File: config.mk
export PLATFORM = sky130hd
export DESIGN_NAME = dmem_arbiter_flat
export DESIGN_NICKNAME = d
export VERILOG_FILES = /design/src/rtl/dmem_arbiter_if.sv /design/src/rtl/dmem_arbiter.sv /design/src/flat_wrapper.sv
export SDC_FILE = /design/constraint.sdc
export NUM_CORES = 1
export LEC_CHECK = 0
export ABC_AREA = 1
export BUFFER_PORTS_ARGS = -buffer_cell sky130_fd_sc_hd__buf_2
export CORE_AREA = 3 3 231 233
export DETAILED_ROUTE_END_ITERATION = 10
export DIE_AREA = 0 0 234 236
export PLACE_DENSITY = 0.44
export SLEW_MARGIN = 20
export SYNTH_ARGS = -nofsm -noshare
export SYNTH_HDL_FRONTEND = slang
export SYNTH_SLANG_ARGS = --single-unit
File: constraint.sdc
create_clock -name clock -period 1.9 [get_ports clock]
set_input_delay 0.57 -clock clock [delete_from_list [all_inputs] [get_ports clock]]
set_output_delay 0.57 -clock clock [all_outputs]
set_load 0.03 [all_outputs]
File: src/rtl/dmem_arbiter_if.sv
// Bus bundle tying the two requesters, the arbiter and the single-port data memory together.
interface dmem_arbiter_if #(
    parameter int DATA_WIDTH = 64,
    parameter int ADDR_WIDTH = 64
);
    logic                  p0_req;
    logic                  p0_we;
    logic [ADDR_WIDTH-1:0] p0_addr;
    logic [DATA_WIDTH-1:0] p0_wdata;
    logic                  p0_gnt;
    logic                  p0_done;
    logic                  p0_err;
    logic [DATA_WIDTH-1:0] p0_rdata;

    logic                  p1_req;
    logic                  p1_we;
    logic [ADDR_WIDTH-1:0] p1_addr;
    logic [DATA_WIDTH-1:0] p1_wdata;
    logic                  p1_gnt;
    logic                  p1_done;
    logic                  p1_err;
    logic [DATA_WIDTH-1:0] p1_rdata;

    logic [ADDR_WIDTH-1:0] mem_address;
    logic [DATA_WIDTH-1:0] mem_write_data;
    logic                  mem_write;
    logic                  mem_read;
    logic [DATA_WIDTH-1:0] mem_read_data;

    modport slave (
        input  p0_req, p0_we, p0_addr, p0_wdata,
        output p0_gnt, p0_done, p0_err, p0_rdata,
        input  p1_req, p1_we, p1_addr, p1_wdata,
        output p1_gnt, p1_done, p1_err, p1_rdata,
        output mem_address, mem_write_data, mem_write, mem_read,
        input  mem_read_data
    );

    modport master (
        output p0_req, p0_we, p0_addr, p0_wdata,
        input  p0_gnt, p0_done, p0_err, p0_rdata,
        output p1_req, p1_we, p1_addr, p1_wdata,
        input  p1_gnt, p1_done, p1_err, p1_rdata,
        input  mem_address, mem_write_data, mem_write, mem_read,
        output mem_read_data
    );
endinterface

File: src/rtl/dmem_arbiter.sv
// Round-robin two-port arbiter in front of a single-port data memory.
// One access in flight at a time: IDLE -> ACCESS -> DONE -> IDLE.
module dmem_arbiter #(
    parameter int DATA_WIDTH = 64,
    parameter int ADDR_WIDTH = 64,
    parameter int MEM_DEPTH  = 64
) (
    input logic           clock,
    input logic           reset_n,
    dmem_arbiter_if.slave bus
);
    typedef enum logic [1:0] {
        S_IDLE   = 2'd0,
        S_ACCESS = 2'd1,
        S_DONE   = 2'd2
    } state_t;

    localparam logic [ADDR_WIDTH-1:0] DEPTH_A = ADDR_WIDTH'(MEM_DEPTH);

    state_t                state_q;
    logic                  owner_q;
    logic                  last_grant_q;
    logic                  we_q;
    logic                  in_range_q;
    logic [ADDR_WIDTH-1:0] addr_q;
    logic [DATA_WIDTH-1:0] wdata_q;
    logic [1:0]            gnt_q;
    logic [1:0]            done_q;
    logic [1:0]            err_q;
    logic [DATA_WIDTH-1:0] rdata0_q;
    logic [DATA_WIDTH-1:0] rdata1_q;
    logic                  mem_write_q;
    logic                  mem_read_q;

    logic                  any_req_d;
    logic                  winner_d;
    logic                  we_d;
    logic                  in_range_d;
    logic [ADDR_WIDTH-1:0] addr_d;
    logic [DATA_WIDTH-1:0] wdata_d;
    logic [DATA_WIDTH-1:0] rdata_cap_d;

    // Winner selection: a lone requester always wins; on contention the port
    // that was not granted last goes first.
    always_comb begin
        any_req_d = bus.p0_req | bus.p1_req;
        if (bus.p0_req && bus.p1_req) begin
            winner_d = ~last_grant_q;
        end else begin
            winner_d = bus.p1_req;
        end
        we_d        = winner_d ? bus.p1_we    : bus.p0_we;
        addr_d      = winner_d ? bus.p1_addr  : bus.p0_addr;
        wdata_d     = winner_d ? bus.p1_wdata : bus.p0_wdata;
        in_range_d  = addr_d < DEPTH_A;
        rdata_cap_d = in_range_q ? bus.mem_read_data : '0;
    end

    always_ff @(posedge clock) begin
        if (!reset_n) begin
            state_q      <= S_IDLE;
            owner_q      <= 1'b0;
            last_grant_q <= 1'b1;
            we_q         <= 1'b0;
            in_range_q   <= 1'b0;
            addr_q       <= '0;
            wdata_q      <= '0;
            gnt_q        <= 2'b00;
            done_q       <= 2'b00;
            err_q        <= 2'b00;
            rdata0_q     <= '0;
            rdata1_q     <= '0;
            mem_write_q  <= 1'b0;
            mem_read_q   <= 1'b0;
        end else begin
            unique case (state_q)
                S_IDLE: begin
                    if (any_req_d) begin
                        state_q      <= S_ACCESS;
                        owner_q      <= winner_d;
                        last_grant_q <= winner_d;
                        we_q         <= we_d;
                        in_range_q   <= in_range_d;
                        addr_q       <= addr_d;
                        wdata_q      <= wdata_d;
                        gnt_q        <= winner_d ? 2'b10 : 2'b01;
                        // Out-of-range accesses never strobe the memory.
                        mem_write_q  <= we_d & in_range_d;
                        mem_read_q   <= ~we_d & in_range_d;
                    end
                end
                S_ACCESS: begin
                    state_q     <= S_DONE;
                    gnt_q       <= 2'b00;
                    mem_write_q <= 1'b0;
                    mem_read_q  <= 1'b0;
                    done_q      <= owner_q ? 2'b10 : 2'b01;
                    err_q       <= in_range_q ? 2'b00 : (owner_q ? 2'b10 : 2'b01);
                    if (!we_q) begin
                        if (owner_q) begin
                            rdata1_q <= rdata_cap_d;
                        end else begin
                            rdata0_q <= rdata_cap_d;
                        end
                    end
                end
                S_DONE: begin
                    state_q <= S_IDLE;
                    done_q  <= 2'b00;
                    err_q   <= 2'b00;
                end
                default: begin
                    state_q <= S_IDLE;
                end
            endcase
        end
    end

    assign bus.p0_gnt   = gnt_q[0];
    assign bus.p1_gnt   = gnt_q[1];
    assign bus.p0_done  = done_q[0];
    assign bus.p1_done  = done_q[1];
    assign bus.p0_err   = err_q[0];
    assign bus.p1_err   = err_q[1];
    assign bus.p0_rdata = rdata0_q;
    assign bus.p1_rdata = rdata1_q;

    // Strobes are masked by reset_n so a reset edge landing on ACCESS drops the write.
    assign bus.mem_address    = addr_q;
    assign bus.mem_write_data = wdata_q;
    assign bus.mem_write      = mem_write_q & reset_n;
    assign bus.mem_read       = mem_read_q & reset_n;
endmodule

File: src/flat_wrapper.sv
// flat-port wrapper written by rule: the top's interface ports become plain ports
module dmem_arbiter_flat 
#(
    parameter int DATA_WIDTH = 64,
    parameter int ADDR_WIDTH = 64,
    parameter int MEM_DEPTH  = 64
)
  (clock, reset_n, bus_p0_req, bus_p0_we, bus_p0_addr, bus_p0_wdata, bus_p0_gnt, bus_p0_done, bus_p0_err, bus_p0_rdata, bus_p1_req, bus_p1_we, bus_p1_addr, bus_p1_wdata, bus_p1_gnt, bus_p1_done, bus_p1_err, bus_p1_rdata, bus_mem_address, bus_mem_write_data, bus_mem_write, bus_mem_read, bus_mem_read_data);
  dmem_arbiter_if #(.DATA_WIDTH(DATA_WIDTH), .ADDR_WIDTH(ADDR_WIDTH)) bus_i ();
  input logic clock;
  input logic reset_n;
  input wire logic [$bits(bus_i.p0_req)-1:0] bus_p0_req;
  input wire logic [$bits(bus_i.p0_we)-1:0] bus_p0_we;
  input wire logic [$bits(bus_i.p0_addr)-1:0] bus_p0_addr;
  input wire logic [$bits(bus_i.p0_wdata)-1:0] bus_p0_wdata;
  output wire logic [$bits(bus_i.p0_gnt)-1:0] bus_p0_gnt;
  output wire logic [$bits(bus_i.p0_done)-1:0] bus_p0_done;
  output wire logic [$bits(bus_i.p0_err)-1:0] bus_p0_err;
  output wire logic [$bits(bus_i.p0_rdata)-1:0] bus_p0_rdata;
  input wire logic [$bits(bus_i.p1_req)-1:0] bus_p1_req;
  input wire logic [$bits(bus_i.p1_we)-1:0] bus_p1_we;
  input wire logic [$bits(bus_i.p1_addr)-1:0] bus_p1_addr;
  input wire logic [$bits(bus_i.p1_wdata)-1:0] bus_p1_wdata;
  output wire logic [$bits(bus_i.p1_gnt)-1:0] bus_p1_gnt;
  output wire logic [$bits(bus_i.p1_done)-1:0] bus_p1_done;
  output wire logic [$bits(bus_i.p1_err)-1:0] bus_p1_err;
  output wire logic [$bits(bus_i.p1_rdata)-1:0] bus_p1_rdata;
  output wire logic [$bits(bus_i.mem_address)-1:0] bus_mem_address;
  output wire logic [$bits(bus_i.mem_write_data)-1:0] bus_mem_write_data;
  output wire logic [$bits(bus_i.mem_write)-1:0] bus_mem_write;
  output wire logic [$bits(bus_i.mem_read)-1:0] bus_mem_read;
  input wire logic [$bits(bus_i.mem_read_data)-1:0] bus_mem_read_data;
  assign bus_i.p0_req = bus_p0_req;
  assign bus_i.p0_we = bus_p0_we;
  assign bus_i.p0_addr = bus_p0_addr;
  assign bus_i.p0_wdata = bus_p0_wdata;
  assign bus_p0_gnt = bus_i.p0_gnt;
  assign bus_p0_done = bus_i.p0_done;
  assign bus_p0_err = bus_i.p0_err;
  assign bus_p0_rdata = bus_i.p0_rdata;
  assign bus_i.p1_req = bus_p1_req;
  assign bus_i.p1_we = bus_p1_we;
  assign bus_i.p1_addr = bus_p1_addr;
  assign bus_i.p1_wdata = bus_p1_wdata;
  assign bus_p1_gnt = bus_i.p1_gnt;
  assign bus_p1_done = bus_i.p1_done;
  assign bus_p1_err = bus_i.p1_err;
  assign bus_p1_rdata = bus_i.p1_rdata;
  assign bus_mem_address = bus_i.mem_address;
  assign bus_mem_write_data = bus_i.mem_write_data;
  assign bus_mem_write = bus_i.mem_write;
  assign bus_mem_read = bus_i.mem_read;
  assign bus_i.mem_read_data = bus_mem_read_data;
  dmem_arbiter #(.DATA_WIDTH(DATA_WIDTH), .ADDR_WIDTH(ADDR_WIDTH), .MEM_DEPTH(MEM_DEPTH)) u_core (.clock(clock), .reset_n(reset_n), .bus(bus_i));
endmodule
==> results.sh <==
export IMPL_outcome="completed"
export IMPL_p_leak_uw=0.00807
export IMPL_yosysWarningCount=0
export IMPL_critPathKind="flip-flop to output port"
export IMPL_grt_overflow_total=0
export IMPL_cts_hold_buf=0
export IMPL_crit_path_cell_trace="buf_4"
export IMPL_vias=12300
export IMPL_ctsRootBufferMaster="clkbuf_16"
export IMPL_min_to="u_core.last_grant_q"
export IMPL_final_cells=2773
export IMPL_clockBufferDepth=3
export IMPL_antenna_found_initial=8
export IMPL_reg2reg_depth=9
export IMPL_regToRegEndpoint="u_core.bus.mem_write_data[19]"
export IMPL_dp_hpwl_mm=36.2
export IMPL_numCtsBuffers=35
export IMPL_synth_enable_flop_cells=0
export IMPL_drc=0
export IMPL_hold_path_depth=2
export IMPL_mostFrequentLayoutCells="587 x buf_2, 351 x nand2_1, 268 x dfxtp_1"
export IMPL_dpl_cell_area_um2=15400
export IMPL_ioPinCount=590
export IMPL_start_kind="flip-flop"
export IMPL_num_fill_cells=5579
export IMPL_clk_latency_ns=0.53
export IMPL_slew_headroom_pct=55.7
export IMPL_p_per_area_nw_per_um2=1050
export IMPL_dieArea_um2=55200
export IMPL_async_reset_ff_share_pct=0
export IMPL_critPathMaxStageDelay_ns=0.44
export IMPL_finalCritPeriodShare_pct=94.5
export IMPL_die_w_um=234
export IMPL_crit_family="flip-flops"
export IMPL_fin_worst_skew_ns=0.0163
export IMPL_post_drt_wl_per_cell_um=17.2
export IMPL_grt_usage_pct=16.3
export IMPL_hold_start="reset_n"
export IMPL_grt_pass1_vias=11800
export IMPL_setup_viol=0
export IMPL_hold_path_class="primary input to flip-flop"
export IMPL_ys_seq_area_share_pct=50.7
export IMPL_syn_avg_cell_area_um2=7.57
export IMPL_p_total_uw=17500
export IMPL_cts_clk_slew_worst_paths_ns=0.05
export IMPL_crit_fanout=2
export IMPL_cp_num_buf_inv=1
export IMPL_place_congestion=0.856
export IMPL_areaGrowthSynthToFinish_pct=55.7
export IMPL_synth_distinct_cells=25
export IMPL_routed_wl_mm=47.8
export IMPL_final_common_cell="buf_2"
export IMPL_drv_cap=0
export IMPL_cp_data_arrival_time_ns=1.23
export IMPL_syn_nets=1738
export IMPL_layout_setup_ws_ns=0.104
export IMPL_worst_slew_pin_slew_ns=0.665
export IMPL_nets=2391
export IMPL_cp_required_ns=1.33
export IMPL_synthFlopType="dfxtp_1"
export IMPL_dp_slack_ns=-0.216
export IMPL_hold_viol=0
export IMPL_r2r_start="u_core.state_q[0]"
export IMPL_grt_max_degree=84
export IMPL_period_minus_slack_ns=1.80
export IMPL_routed_via_density=4.43
export IMPL_dp_cells=2701
export IMPL_maxSlewViolCount=0
export IMPL_worstSetupEndpointType="output port"
export IMPL_die_y_um=236
export IMPL_first_pass_iters=4
export IMPL_final_area_um2=16600
export IMPL_ir_worst_vdd_uv=622
export IMPL_drt_iter0_markers=591
export IMPL_synth_cells=1409
export IMPL_clock_sinks=270
export IMPL_crit_slowest_cell="dfxtp_1"
export IMPL_syn_area_um2=10700
export IMPL_ys_ff_latch=270
export IMPL_core_um2=51400
export IMPL_postRouteAntennaNets=0
export IMPL_rsz0062_at_grt="no"
export IMPL_num_rows=83
export IMPL_start_util_pct=20.7
export IMPL_port_buffers=589
export IMPL_final_layout_size_suffix_gt1_share_pct=38.4
export IMPL_max_freq_ghz=0.557
export IMPL_grt_pass1_wl_mm=70.3
export IMPL_worst_hold_slack_ns=0.285
export IMPL_tritoncts="done"
export IMPL_cts_htree_levels=2
export IMPL_r2r_slack_ns=0.18
==> worst max path at each step <==
stage	slack, ns	end	startpoint	depth (start not counted)
global route	0.03	u_core.in_range_q	u_core.last_grant_q	13
floorplan	0.13	u_core.bus.mem_address[28]	bus_p1_req	6
CTS	0.04	u_core.bus.mem_write_data[28]	u_core.state_q[0]	8
finish	0.10	bus_mem_address[6]	u_core.bus.mem_address[6]	1
global placement	-0.24	u_core.in_range_q	bus_p0_req	11
detailed placement	-0.22	u_core.in_range_q	bus_p0_req	11
==> layout make-up <==
| type | count | area [um2] | share of cell area, % |
|---|---|---|---|
| diodes | 7 | 17.5 | 0.105 |
| clock buffers | 49 | 990 | 5.96 |
| clock inverters | 12 | 77.6 | 0.467 |
| inverters | 29 | 109 | 0.655 |
| multi-input cells | 986 | 4680 | 28.2 |
| flip-flops and latches | 270 | 5410 | 32.6 |
| well taps | 680 | 851 | 5.12 |
| repair buffers | 740 | 4480 | 27.0 |
==> cell families after synthesis <==
| kind of cell | Yosys count | share of synthesized area (%) |
|---|---|---|
| compound gates | 540 | 26.7 |
| flops | 270 | 50.7 |
| buf+inv | 153 | 5.75 |
| simple gates | 443 | 16.5 |
| fa+ha+maj | 3 | 0.352 |
==> metrics by stage <==
stage | TNS [ns] | utilization, %
floorplan | 0 | -
CTS | 0 | 32.1
global route | 0 | 32.3
finish | 0 | 32.3
global placement | -11.44 | 30.0
detailed placement | -10.62 | 30.0
==> flip-flops by register name, indices dropped and copies added, names as in the netlist, 2 cells and up <==
register,flops
u_core.bus.mem_address,64
u_core.bus.mem_write_data,64
u_core.bus.p0_rdata,64
u_core.bus.p1_rdata,64
u_core.done_q,2
u_core.err_q,2
u_core.gnt_q,2
u_core.state_q,2
==> layer usage <==
layer | routed length [um] | vias up | global-route usage (%)
li1 | - | 6187 | -
met5 | 20 | - | 0
met1 | 19700 | 5636 | 19.8
met3 | 2980 | 77 | 3.84
met4 | 1320 | 2 | 6.03
met2 | 23800 | 381 | 27.9
==> synthesized netlist by cell type, types with 4 or more instances <==
cell type | n | share of area (%)
nand2_1 | 351 | 12
nor2_1 | 35 | 1.2
dfxtp_1 | 270 | 51
nand3b_1 | 4 | 0.28
nand3_1 | 45 | 2.1
a31oi_1 | 114 | 6.7
o21ai_1 | 11 | 0.52
inv_1 | 28 | 0.99
buf_2 | 7 | 0.33
clkbuf_1 | 109 | 3.8
a21oi_1 | 150 | 7.0
o21ai_0 | 263 | 12
==> report_power, final <==
part	switching, uW	leakage [uW]	internal [uW]
logic	3020	0.00532	1600
clock network	2580	0.000530	3640
registers	350	0.00222	6300
total	5950	0.00807	11500
==> timing repair <==
item	4_1_cts	5_1_grt
resized for setup	1	7
setup endpoints to repair	1	72
setup buffers	0	2
pin swaps	0	2
cloned	0	2
Power figures use the tool's default switching activity.
